**src/rtl/em4100_frame_sequencer.sv**
```systemverilog
// em4100_frame_sequencer
// Builds the 64-bit EM4100 frame (9-bit header, 10 rows of nibble + even
// parity, 4 column-parity bits, stop bit) from a 40-bit ID and clocks it out
// MSB first, one bit per CYCLES_PER_BIT carrier ticks, as a load-modulation
// drive. The frame repeats while enable is held high.
//
// Line coding: Manchester by default (first half-bit ~bit, second half bit).
// Define EM4100_BIPHASE_EN to select biphase coding instead (toggle at every
// bit boundary, extra mid-bit toggle for a 0; level entering bit 0 after
// IDLE is 0, so bit 0 starts high).
//
// CYCLES_PER_BIT must be even and at least 2.
module em4100_frame_sequencer #(
  parameter int CYCLES_PER_BIT = 64
) (
  input  logic        clk,
  input  logic        rst,
  input  logic        carrier_tick,
  input  logic        enable,
  input  logic [39:0] id_data,
  input  logic        id_load,
  output logic        mod_out,
  output logic        bit_out,
  output logic [5:0]  bit_index,
  output logic        frame_start,
  output logic        busy
);

  localparam int CW   = (CYCLES_PER_BIT > 2) ? $clog2(CYCLES_PER_BIT) : 1;
  localparam int HALF = CYCLES_PER_BIT / 2;
  localparam logic [CW-1:0] TICK_LAST = CW'(CYCLES_PER_BIT - 1);
  localparam logic [CW-1:0] TICK_MID  = CW'(HALF - 1);

  typedef enum logic [0:0] {
    ST_IDLE = 1'b0,
    ST_RUN  = 1'b1
  } state_t;

  state_t        state_q;
  logic [39:0]   shadow_q;
  logic          pending_q;
  logic [63:0]   frame_q;
  logic [CW-1:0] tick_q;
  logic          mod_out_q;
  logic          bit_out_q;
  logic [5:0]    bit_index_q;
  logic          frame_start_q;
  logic          busy_q;

  logic [39:0]   id_src_d;
  logic [63:0]   built_d;
  logic [63:0]   reload_d;
  logic          next_bit_d;
  logic          mod_start_d;
  logic          mod_wrap_d;
  logic          mod_next_d;
  logic          mod_mid_d;

  // Even parity of a 4-bit nibble.
  function automatic logic even_parity4(input logic [3:0] nib);
    return ^nib;
  endfunction

  // Assemble the full 64-bit frame for one ID; bit 63 is transmitted first.
  function automatic logic [63:0] build_frame(input logic [39:0] id);
    logic [63:0] f;
    logic [3:0]  nib;
    logic [3:0]  col;
    f        = 64'd0;
    col      = 4'd0;
    f[63:55] = 9'h1FF;
    for (int r = 0; r < 10; r++) begin
      nib               = id[39 - 4*r -: 4];
      f[54 - 5*r -: 4]  = nib;
      f[50 - 5*r]       = even_parity4(nib);
      col               = col ^ nib;
    end
    // col[3] is column 0 (nibble MSB) and lands first, at f[4].
    f[4:1] = col;
    f[0]   = 1'b0;
    return f;
  endfunction

  // Frame source selection and line-coding levels for the next tick edge.
  always_comb begin
    // A load on the same clk as a frame boundary feeds that new frame.
    id_src_d   = id_load ? id_data : shadow_q;
    built_d    = build_frame(id_src_d);
    // Without a pending load the active frame already reflects the shadow.
    reload_d   = (pending_q | id_load) ? built_d : frame_q;
    next_bit_d = frame_q[6'd62 - bit_index_q];
`ifdef EM4100_BIPHASE_EN
    mod_start_d = 1'b1;
    mod_wrap_d  = ~mod_out_q;
    mod_next_d  = ~mod_out_q;
    mod_mid_d   = bit_out_q ? mod_out_q : ~mod_out_q;
`else
    mod_start_d = ~built_d[63];
    mod_wrap_d  = ~reload_d[63];
    mod_next_d  = ~next_bit_d;
    mod_mid_d   = bit_out_q;
`endif
  end

  // Sequencer FSM: shadow capture, frame timing and registered outputs.
  always_ff @(posedge clk) begin
    if (rst) begin
      state_q       <= ST_IDLE;
      shadow_q      <= 40'd0;
      pending_q     <= 1'b0;
      frame_q       <= 64'd0;
      tick_q        <= '0;
      mod_out_q     <= 1'b0;
      bit_out_q     <= 1'b0;
      bit_index_q   <= 6'd0;
      frame_start_q <= 1'b0;
      busy_q        <= 1'b0;
    end else begin
      frame_start_q <= 1'b0;
      if (id_load) begin
        shadow_q  <= id_data;
        pending_q <= 1'b1;
      end
      if (carrier_tick) begin
        case (state_q)
          ST_IDLE: begin
            if (enable) begin
              frame_q       <= built_d;
              pending_q     <= 1'b0;
              tick_q        <= '0;
              bit_index_q   <= 6'd0;
              bit_out_q     <= built_d[63];
              mod_out_q     <= mod_start_d;
              frame_start_q <= 1'b1;
              busy_q        <= 1'b1;
              state_q       <= ST_RUN;
            end else begin
              mod_out_q <= 1'b0;
              busy_q    <= 1'b0;
            end
          end
          ST_RUN: begin
            if (tick_q == TICK_LAST) begin
              tick_q <= '0;
              if (bit_index_q == 6'd63) begin
                bit_index_q <= 6'd0;
                if (enable) begin
                  frame_q       <= reload_d;
                  pending_q     <= 1'b0;
                  bit_out_q     <= reload_d[63];
                  mod_out_q     <= mod_wrap_d;
                  frame_start_q <= 1'b1;
                end else begin
                  // Frame finished after enable dropped: park in IDLE.
                  bit_out_q <= 1'b0;
                  mod_out_q <= 1'b0;
                  busy_q    <= 1'b0;
                  state_q   <= ST_IDLE;
                end
              end else begin
                bit_index_q <= bit_index_q + 6'd1;
                bit_out_q   <= next_bit_d;
                mod_out_q   <= mod_next_d;
              end
            end else begin
              tick_q <= tick_q + CW'(1);
              if (tick_q == TICK_MID) begin
                mod_out_q <= mod_mid_d;
              end
            end
          end
          default: begin
            state_q   <= ST_IDLE;
            mod_out_q <= 1'b0;
            busy_q    <= 1'b0;
          end
        endcase
      end
    end
  end

  assign mod_out     = mod_out_q;
  assign bit_out     = bit_out_q;
  assign bit_index   = bit_index_q;
  assign frame_start = frame_start_q;
  assign busy        = busy_q;

endmodule
```
**config.mk**
```make
export PLATFORM = sky130hd
export DESIGN_NAME = em4100_frame_sequencer
export DESIGN_NICKNAME = d
export VERILOG_FILES = /design/src/rtl/em4100_frame_sequencer.sv
export SDC_FILE = /design/constraint.sdc
export NUM_CORES = 1
export LEC_CHECK = 0
export CAP_MARGIN = 5
export CORE_ASPECT_RATIO = 0.7
export CORE_MARGIN = 2
export CORE_UTILIZATION = 58
export DETAILED_ROUTE_END_ITERATION = 10
export PLACE_DENSITY_LB_ADDON = 0.3
export SLEW_MARGIN = 20
export SYNTH_ARGS = -nofsm -noshare
export SYNTH_HDL_FRONTEND = slang
export SYNTH_SLANG_ARGS = --single-unit
```
**constraint.sdc**
```tcl
create_clock -name clk -period 2.7 [get_ports clk]
set_input_delay 0.27 -clock clk [delete_from_list [all_inputs] [get_ports clk]]
set_output_delay 0.27 -clock clk [all_outputs]
set_load 0.01 [all_outputs]
```
==> summary.md, run 1 <==
| Metric | Value |
|---|---|
| Max Cap Viol | `0` |
| Worst IR Drop VDD | `0.000541 V` |
| Cell taking the most area after synthesis | `dfxtp_1` |
| M2 GR Usage | `40.2%` |
| Arrival time worst endpoint | `2.65 ns` |
| Final net count | `767` |
| First drt pass iteration count | `5` |
| Row cnt | `32` |
| Sequential fraction of the synthesis area | `35.6%` |
| TritonCTS Buffers | `17` |
| Hold_buf cts | `0` |
| Int Power | `3640 uW` |
| Sw frac | `27.2%` |
| Unrepaired setup endpoints after global routing | `false` |
| Relative slew margins | `57.3%` |
| Total Wirelength | `14.8 mm` |
| Ratio of cells with drive above 1 in the final layout | `16.4%` |
| Syn Nets | `731` |
| CTS tree | `done` |
| Initial core utilization | `58.8%` |
| Post-CTS sizing | `0` |
| Vias in the first global route | `4,865` |
| CP delay by family, top | `buffers and inverters` |
| Hold crit path type | `input port to register` |
| Setup Buffers After CTS | `0` |
| Clock network fraction of design power | `45.1%` |
| Fin crit share | `87.6%` |
| Final hold vios | `0` |
| Global route total overflow | `0` |
| Critical path cell sequence | `ha_1 > buf_4 > nand3_2 > o21ai_1 > nand3_1 > a21oi_4 > buf_12 > mux2i_1 > nor2_1` |
| H-tree depth | `4` |
| Worst-case clock buffer depth | `2` |
| Die X-Extent | `130 um` |
| Met1 Usage GRT | `36.4%` |
| Yosys warning count | `0` |
| Post-Route Skew | `0.0100 ns` |
| Number of antenna repair diodes | `0` |
| Slowest stage cell, crit path | `dfxtp_1` |
| Worst r2r src | `bit_index[1]$_SDFFE_PP0P_` |
| Remaining antenna violation count after routing | `0` |
| Pin count of the biggest net entering global routing | `53` |
| Initial antenna violation count | `0` |
| Crit path max fanout | `52` |
| Wire per inst | `16.7 um` |
| Status | `finished, final reports clean` |
| Pwr dens | `660 mW/mm^2` |
| Top-area cell type share of the netlist area | `35.6%` |
| Met3 GRT Util | `6.42%` |
| Top-count cell post-synth | `nor2_1` |
| Initial DRC Count | `574` |
| # port buffers | `54` |
| Worst-margin pin slew | `0.636 ns` |
| Top cells by area, synth | `dfxtp_1 (36%), mux2i_1 (10%), a211oi_2 (10%), xnor2_1 (9.4%), nor2_1 (8.6%)` |
| Core area | `0.0109 sq mm` |
| Fill cells | `824` |
| P_sw | `1360 uW` |
| Combinational power share | `17.2%` |
| Drt via density | `5.62` |
| Busiest grt layer | `met2` |
| Post-synth top cells | `nor2_1 (146), dfxtp_1 (114), xnor2_1 (69), mux2i_1 (64), a211oi_2 (51)` |
| Synth async-reset ratio | `0%` |
| DP HPWL | `10.5 mm` |
| Worst-path clk slew | `0.05 ns` |
| Achievable Freq | `0.423 GHz` |
| Sequential power share | `37.7%` |
| Setup Viol. Count Final | `0` |
| Drc violations | `0` |
| Critical path capture point type | `register` |
| Root Driver | `clkbuf_16` |
| All-Layer GR Usage | `26.3%` |
| P_leak | `0.00279 uW` |
| Die height | `91.9 um` |
| Synth Cell Area | `0.00641 sq mm` |
| Total power | `5000 uW` |
| Max-slew violations | `0` |
| Ys flop type | `dfxtp_1` |
| CP Data Required Time | `2.99 ns` |
| Clk_lat worst skew | `0.42 ns` |
| Hold path start | `rst` |
| Num ports | `55` |
| Setup CP Type | `register to register` |
| Final critical-path required period | `2.36 ns` |
| PnR worst setup slack | `0.335 ns` |
| CP bufs+invs | `2` |
| Mapped Cells | `684` |
| Setup WS pre-CTS | `0.378 ns` |
| Unique masters post-synth | `49` |
| Post-synth EDFFs | `0` |
| Synth Register Bits | `114` |
| Die Area | `0.0119 sq mm` |
| Post-route setup TNS | `0 ns` |
| Sink Count | `114` |
| Mean Syn Cell Area | `9.37 sq um` |
| CP max stage delay | `0.43 ns` |
| Routability congestion estimate | `0.879` |
| Vias post-DR | `4,977` |
| First-pass GRT wire length | `24.3 mm` |
| Crit path launch | `bit_index[1]$_SDFFE_PP0P_` |
| Area added between synthesis and finish | `18.2%` |
| Setup crit start kind | `register` |
[routing by layer]
layer / routed length (um) / part of all wire (%) / vias to the layer above
met2: 6750 / 46 / 131
met5: 0 / 0 / -
li1: - / - / 2422
met1: 7040 / 48 / 2406
met3: 817 / 5.5 / 18
met4: 194 / 1.3 / 0
[power by group through the flow]
stage | Combinational [uW] | Clock, uW | Sequential, uW
final | 862 | 2250 | 1880
after global routing | 935 | 2360 | 1890
after CTS | 861 | 2270 | 1880
after detailed placement | 848 | 0 | 1910
after global placement | 823 | 0 | 1910
after floorplan | 636 | 0 | 1890
[state kept, by name, summed over array words and instances (netlist names)]
register     count
pending_q        1
bit_out          1
frame_start      1
state_q          1
shadow_q        40
bit_index        6
busy             1
tick_q           6
mod_out          1
frame_q         56
[per-stage QoR]
step | hold slack (ns) | area [sq um] | instances | util [%]
6_report | 0.315 | 7570 | 886 | 69.5
4_1_cts | 0.310 | 7570 | 886 | 69.5
5_1_grt | 0.336 | 7570 | 886 | 69.5
3_5_place_dp | 0.479 | 6980 | 854 | 64.1
3_3_place_gp | 0.471 | 6980 | 854 | 64.1
2_1_floorplan | 0.450 | 6410 | 684 | -
[logic make-up after synthesis]
logic type,after synthesis,synth area share (%)
flops,114,35.6
fa+ha+maj,2,0.391
simple gates,206,13.6
mux,74,13.2
xor+xnor,117,16.1
compound gates,118,16.3
buf+inv,53,4.90
[worst paths after layout]
| check | to | slack, ns | cells after the start |
|---|---|---|---|
| min | shadow_q[15]$_SDFF_PP0_ | 0.31 | 2 |
| min reg2reg | frame_q[4]$_SDFFE_PP0P_ | 0.49 | 2 |
| max reg2reg | frame_q[3]$_SDFFE_PP0P_ | 0.34 | 9 |
| max | frame_q[3]$_SDFFE_PP0P_ | 0.34 | 9 |
[placed cells by master (no fill, tap or decap), types with 3 or more instances in the layout]
cell	instances
o21ai_0	6
xor2_1	47
dfxtp_1	114
nor2b_1	3
clkdlybuf4s50_1	52
a22oi_1	4
clkbuf_16	17
nand2_1	21
xnor2_1	69
nor2_1	146
and3_1	3
nor2_2	4
nand3_1	10
clkinv_2	5
mux4_2	8
clkinvlp_4	3
buf_4	11
mux2i_1	64
buf_12	4
bufinv_16	3
a211oi_2	51
a21oi_1	41
nor3_1	7
[layout make-up]
cell class / instances / area [sq um] / area share (%)
Clock buffer: 18 / 429 / 5.67
Clock inverter: 14 / 164 / 2.16
Inverter: 3 / 11.3 / 0.149
Multi-Input combinational cell: 517 / 3810 / 50.3
Sequential cell: 114 / 2280 / 30.1
Tap cell: 153 / 191 / 2.53
Timing Repair Buffer: 67 / 683 / 9.02
Note: power is estimated with default switching activity, not from simulation.
==> run 2: changes to the inputs <==
Settings changed: CORE_UTILIZATION 58 to 63.
Clock period 2.7 ns to 2.95 ns, I/O delays scaled along.
==> run 2 against run 1 <==
  * Sequential power fell by 9%
  * Clock skew is 0.0016 ns lower
  * Die area decreased by 7.6%
  * Worst setup slack improved by 0.062 ns
  * Sequential share of layout area increased by 0.17 points
  * Largest cell class unchanged
  * Highest routed layer unchanged
==> summary.md, run 2 (synthesis results as in run 1) <==
| Metric | Value |
|---|---|
| Arrival time worst endpoint | `2.87 ns (+0.22 ns)` |
| Achievable Freq | `0.392 GHz (-7.4%)` |
| Post-Route Skew | `0.00842 ns (-0.00157 ns)` |
| Row cnt | `30 (-6.3%)` |
| Worst R2R Setup Slack | `0.40 ns (+0.06 ns)` |
| Max-slew violations | `0 (unchanged)` |
| Post-route cell area | `0.00753 sq mm (-0.56%)` |
| Clk_lat worst skew | `0.42 ns (about the same)` |
| H-tree depth | `4 (unchanged)` |
| Final critical-path required period | `2.55 ns (+0.188 ns)` |
| Remaining antenna violation count after routing | `0 (unchanged)` |
| # placed instances | `828 (-3.0%)` |
| Most common cell after layout, fill and taps aside | `nor2_1` |
| Top Registers | `frame_q (56), shadow_q (40)` |
| Vias in the first global route | `4,935 (+1.4%)` |
| Combinational power share | `17.3% (about the same)` |
| Number of flip-flops in the largest register | `56 (unchanged)` |
| Drt via density | `5.80 (+3.2%)` |
| Pwr dens | `612 mW/mm^2 (-7.3%)` |
| Setup crit start kind | `register` |
| Wire per inst | `17.7 um (+5.8%)` |
| Worst-path clk slew | `0.05 ns (about the same)` |
| Vias post-DR | `4,978 (+0.020%)` |
| Critical path capture point type | `register` |
| Fin crit share | `86.5% (-1.0 points)` |
| Ratio of cells with drive above 1 in the final layout | `16.3% (-0.092 points)` |
| Die X-Extent | `125 um (-3.9%)` |
| Number of antenna repair diodes | `0 (unchanged)` |
| RR Endpoint | `frame_q[30]$_SDFFE_PP0P_` |
| # port buffers | `54 (unchanged)` |
| Sink Count | `114 (unchanged)` |
| Initial DRC Count | `356 (-38%)` |
| Core area | `0.00980 sq mm (-10%)` |
| Most flop-heavy register | `frame_q` |
| Worst IR Drop VDD | `0.000685 V (+27%)` |
| Routability congestion estimate | `0.889 (+1.2%)` |
| Fill cells | `642 (-22%)` |
| Max Cap Viol | `0 (unchanged)` |
| Die Area | `0.0110 sq mm (-7.6%)` |
| Hold_buf cts | `0 (unchanged)` |
| Clock network fraction of design power | `45.3% (+0.2 points)` |
| Final net count | `766 (-0.13%)` |
| Post-Layout Cell Count | `859 (-3.0%)` |
| Die height | `88.4 um (-3.9%)` |
| Initial core utilization | `65.4% (+6.6 points)` |
| Worst-margin pin slew | `0.826 ns (+0.191 ns)` |
| TritonCTS Buffers | `17 (unchanged)` |
| Worst-case clock buffer depth | `2 (unchanged)` |
| Sw frac | `26.5% (-0.66 points)` |
| CP Data Required Time | `3.27 ns (+0.28 ns)` |
| Total Wirelength | `15.2 mm (+2.5%)` |
| Final hold vios | `0 (unchanged)` |
| Worst r2r src | `bit_index[1]$_SDFFE_PP0P_` |
| Global route total overflow | `0 (unchanged)` |
| Worst R2R Path Depth | `8 (-1)` |
| Int Power | `3380 uW (-7.0%)` |
| Crit path launch | `bit_index[1]$_SDFFE_PP0P_` |
| First-pass GRT wire length | `24.8 mm (+2.0%)` |
| CP Capture Point | `frame_q[30]$_SDFFE_PP0P_` |
| P_leak | `0.00280 uW (about the same)` |
| Post-route setup TNS | `0 ns (unchanged)` |
| Unrepaired setup endpoints after global routing | `false` |
| Relative slew margins | `44.9% (-12 points)` |
| Area added between synthesis and finish | `17.5%` |
| Sequential power share | `37.4% (-0.3 points)` |
| Post-CTS sizing | `0 (unchanged)` |
| DP HPWL | `10.4 mm (-0.45%)` |
| First drt pass iteration count | `5 (unchanged)` |
| Hold crit path type | `input port to register` |
| All-Layer GR Usage | `28.8% (+2.5 points)` |
| Crit path max fanout | `48 (-7.7%)` |
| Root Driver | `clkbuf_16` |
| Area post-placement | `0.00693 sq mm (-0.74%)` |
| Most frequent cells in the layout | `nor2_1 (146), dfxtp_1 (114), xnor2_1 (69)` |
| CTS tree | `done` |
| P_sw | `1220 uW (-10%)` |
| Pin count of the biggest net entering global routing | `60 (+13%)` |
| Num ports | `55 (unchanged)` |
| Drc violations | `0 (unchanged)` |
| Setup Buffers After CTS | `0 (unchanged)` |
| Status | `finished, final reports clean` |
| Setup Viol. Count Final | `0 (unchanged)` |
| Initial antenna violation count | `0 (unchanged)` |
| Setup CP Type | `register to register` |
run 2: worst min-delay path by stage:
stage	from	endpoint	slack (ns)	cells after the start
2_1_floorplan	frame_q[1]$_SDFFE_PP0P_	frame_q[1]$_SDFFE_PP0P_	0.45	2
3_3_place_gp	frame_q[4]$_SDFFE_PP0P_	frame_q[4]$_SDFFE_PP0P_	0.47	2
3_5_place_dp	frame_q[4]$_SDFFE_PP0P_	frame_q[4]$_SDFFE_PP0P_	0.49	2
4_1_cts	rst	frame_q[63]$_SDFFE_PP0P_	0.44	2
5_1_grt	rst	shadow_q[13]$_SDFF_PP0_	0.45	2
6_report	rst	shadow_q[13]$_SDFF_PP0_	0.42	2
run 2: stage by stage:
step	total power [uW]	utilization (%)	hold slack (ns)	setup WS, ns
global route	4760	76.8	0.454	0.241
CTS	4610	76.8	0.437	0.417
detailed placement	2530	70.7	0.494	0.522
finish	4610	76.8	0.421	0.397
floorplan	2310	-	0.454	0.792
global placement	2500	70.7	0.466	0.543
run 2: cell type report:
cell class                      instances  area [sq um]  share of cell area [%]
Timing Repair Buffer                   66           663                    8.81
Tap cell                              128           160                    2.13
Sequential cell                       114          2280                    30.3
Clock buffer                           20           467                    6.20
Multi-Input combinational cell        517          3810                    50.6
Clock inverter                         11           135                    1.79
Inverter                                3          11.3                   0.150
run 2: power by group through the flow:
stage	registers [uW]	clock network, uW	logic (uW)
2_1_floorplan	1730	0	582
3_3_place_gp	1750	0	750
3_5_place_dp	1750	0	775
4_1_cts	1720	2100	791
5_1_grt	1730	2160	863
6_report	1720	2090	797
run 2: critical path, cell delays in order, from the launching register on:
cell	delay, ns
dfxtp_1	0.39
ha_1	0.41
nand3_2	0.18
o21ai_1	0.21
nand3_1	0.19
a21oi_4	0.38
buf_12	0.30
nor2_1	0.12
a211oi_2	0.24
run 2: layer usage:
metal | part of all wire [%] | track usage [%]
met1 | 46 | 37.9
met2 | 44 | 45.3
met3 | 7.6 | 9.43
met4 | 1.8 | 10.4
met5 | 0 | 0
==> run 3: changes to the inputs <==
Settings changed: MAX_ROUTING_LAYER set to met4.
==> run 3 against run 2 <==
  * Die area unchanged
  * Clock power is essentially flat
  * Via count increased by 0.84%
  * Clock skew about the same
  * Largest cell class unchanged
  * Highest routed layer unchanged
  * Critical endpoint unchanged
==> summary.md, run 3 (synthesis results as in run 1) <==
| Metric | Value |
|---|---|
| Crit path max fanout | `48 (unchanged)` |
| Status | `finished, final reports clean` |
| Drt via density | `5.84 (+0.84%)` |
| Slowest stage cell, crit path | `ha_1` |
| Crit path launch | `bit_index[1]$_SDFFE_PP0P_` |
| Vias post-DR | `5,020 (+0.84%)` |
| Post-Route Skew | `0.00813 ns (-0.000291 ns)` |
| Final critical-path required period | `2.56 ns (+0.00241 ns)` |
| Number of flip-flops in the largest register | `56 (unchanged)` |
| Critical path capture point type | `register` |
| First drt pass iteration count | `5 (unchanged)` |
| Drc violations | `0 (unchanged)` |
| Combinational power share | `17.3% (about the same)` |
| Worst R2R Path Depth | `8 (unchanged)` |
| CP max stage delay | `0.42 ns (about the same)` |
| Worst-path clk slew | `0.05 ns (about the same)` |
| Wire per inst | `17.7 um (about the same)` |
| Hold_buf cts | `0 (unchanged)` |
| Die height | `88.4 um (unchanged)` |
| Arrival time worst endpoint | `2.88 ns (about the same)` |
| First-pass GRT wire length | `24.8 mm (unchanged)` |
| RR Endpoint | `frame_q[30]$_SDFFE_PP0P_` |
| CP Data Required Time | `3.27 ns (about the same)` |
| DP HPWL | `10.4 mm (unchanged)` |
| Pin count of the biggest net entering global routing | `60 (unchanged)` |
| Row cnt | `30 (unchanged)` |
| Initial core utilization | `65.4% (unchanged)` |
| Unrepaired setup endpoints after global routing | `false` |
| Hold Path Sink | `shadow_q[13]$_SDFF_PP0_` |
| Fin crit share | `86.6% (about the same)` |
| Post-CTS sizing | `0 (unchanged)` |
| All-Layer GR Usage | `29.8% (+1.0 points)` |
| Root Driver | `clkbuf_16` |
| Remaining antenna violation count after routing | `0 (unchanged)` |
| Vias in the first global route | `4,937 (+0.041%)` |
| Setup WS pre-CTS | `0.522 ns (unchanged)` |
| Setup CP Type | `register to register` |
| Sink Count | `114 (unchanged)` |
| Int Power | `3380 uW (about the same)` |
| # port buffers | `54 (unchanged)` |
| Critical path cell sequence | `ha_1 > nand3_2 > o21ai_1 > nand3_1 > a21oi_4 > buf_12 > nor2_1 > a211oi_2` |
| Num ports | `55 (unchanged)` |
| Area of the multi-input gates | `0.00381 sq mm (unchanged)` |
| Max-slew violations | `0 (unchanged)` |
| Worst IR Drop VDD | `0.000681 V (-0.58%)` |
| Setup Buffers After CTS | `0 (unchanged)` |
| Worst-case clock buffer depth | `2 (unchanged)` |
| Sequential power share | `37.5% (about the same)` |
| Hold path start | `rst` |
| Cell count of the worst hold path | `2 (unchanged)` |
| Core area | `0.00980 sq mm (unchanged)` |
| P_sw | `1220 uW (-0.22%)` |
| Total Wirelength | `15.2 mm (about the same)` |
| Relative slew margins | `44.9% (about the same)` |
| Post-route setup TNS | `0 ns (unchanged)` |
| Worst r2r src | `bit_index[1]$_SDFFE_PP0P_` |
| CTS tree | `done` |
| Achievable Freq | `0.391 GHz (about the same)` |
| Number of antenna repair diodes | `0 (unchanged)` |
| TritonCTS Buffers | `17 (unchanged)` |
| Fill cells | `642 (unchanged)` |
| Die X-Extent | `125 um (unchanged)` |
| Worst R2R Setup Slack | `0.39 ns (about the same)` |
| Die Area | `0.0110 sq mm (unchanged)` |
| Setup Viol. Count Final | `0 (unchanged)` |
| Hold crit path type | `input port to register` |
| Final hold vios | `0 (unchanged)` |
| Clk_lat worst skew | `0.42 ns (about the same)` |
| PnR worst setup slack | `0.395 ns (-0.00241 ns)` |
| H-tree depth | `4 (unchanged)` |
| Final net count | `766 (unchanged)` |
| Max Cap Viol | `0 (unchanged)` |
| Pwr dens | `612 mW/mm^2 (about the same)` |
| Setup crit start kind | `register` |
| Clock network fraction of design power | `45.2% (about the same)` |
| Most common cell after layout, fill and taps aside | `nor2_1` |
| FF+latch area | `0.00228 sq mm (unchanged)` |
| Most flop-heavy register | `frame_q` |
| Worst-margin pin slew | `0.826 ns (+0.000212 ns)` |
| P_leak | `0.00280 uW (unchanged)` |
| Initial antenna violation count | `0 (unchanged)` |
| Ratio of cells with drive above 1 in the final layout | `16.3% (unchanged)` |
| Global route total overflow | `0 (unchanged)` |
| Sw frac | `26.5% (-0.041 points)` |
| Final hold slack | `0.423 ns (+0.00245 ns)` |
| Area added between synthesis and finish | `17.5% (unchanged)` |
| Most frequent cells in the layout | `nor2_1 (146), dfxtp_1 (114), xnor2_1 (69)` |
| Routability congestion estimate | `0.904 (+1.7%)` |
| Top Registers | `frame_q (56), shadow_q (40)` |
| Initial DRC Count | `352 (-1.1%)` |
-- run 3: area by class of cell --
type,count,share of cell area [%]
Clock buffer,20,6.20
Timing Repair Buffer,66,8.81
Sequential cell,114,30.3
Multi-Input combinational cell,517,50.6
Inverter,3,0.150
Tap cell,128,2.13
Clock inverter,11,1.79
-- run 3: power by group through the flow --
stage | Clock (uW) | Sequential (uW) | Combinational, uW
after floorplan | 0 | 1730 | 582
after CTS | 2100 | 1720 | 791
after global routing | 2170 | 1730 | 864
after global placement | 0 | 1750 | 750
after detailed placement | 0 | 1750 | 775
final | 2080 | 1720 | 797
-- run 3: critical path, delay by kind of cell (launching register included) --
| family | cells | cell delay, ns |
|---|---|---|
| DFF | 1 | 0.39 |
| AOI/OAI and AO/OA | 3 | 0.82 |
| and+or+nand+nor | 3 | 0.50 |
| buffers and inverters | 1 | 0.30 |
| adders and majority gates | 1 | 0.42 |
-- run 3: per-layer routing --
layer	vias to the layer above	routed length (um)	track usage, %
met1	2387	7020	38.1
li1	2416	-	-
met2	184	6700	45.3
met3	33	1170	9.49
met4	0	301	10.4
met5	-	0	-
-- run 3: how the worst max path moves through the flow --
stage,to,cells after the start
floorplan,bit_out$_SDFFE_PP0P_,9
global placement,bit_out$_SDFFE_PP0P_,7
detailed placement,frame_q[2]$_SDFFE_PP0P_,8
CTS,frame_q[30]$_SDFFE_PP0P_,8
global route,frame_q[30]$_SDFFE_PP0P_,8
finish,frame_q[30]$_SDFFE_PP0P_,8
-- run 3: metrics by stage --
step / std cells / total power [uW] / util (%) / cell area [sq um]
floorplan: 684 / 2310 / - / 6410
finish: 859 / 4600 / 76.8 / 7530
global route: 859 / 4760 / 76.8 / 7530
CTS: 859 / 4610 / 76.8 / 7530
detailed placement: 828 / 2530 / 70.7 / 6930
global placement: 828 / 2500 / 70.7 / 6930
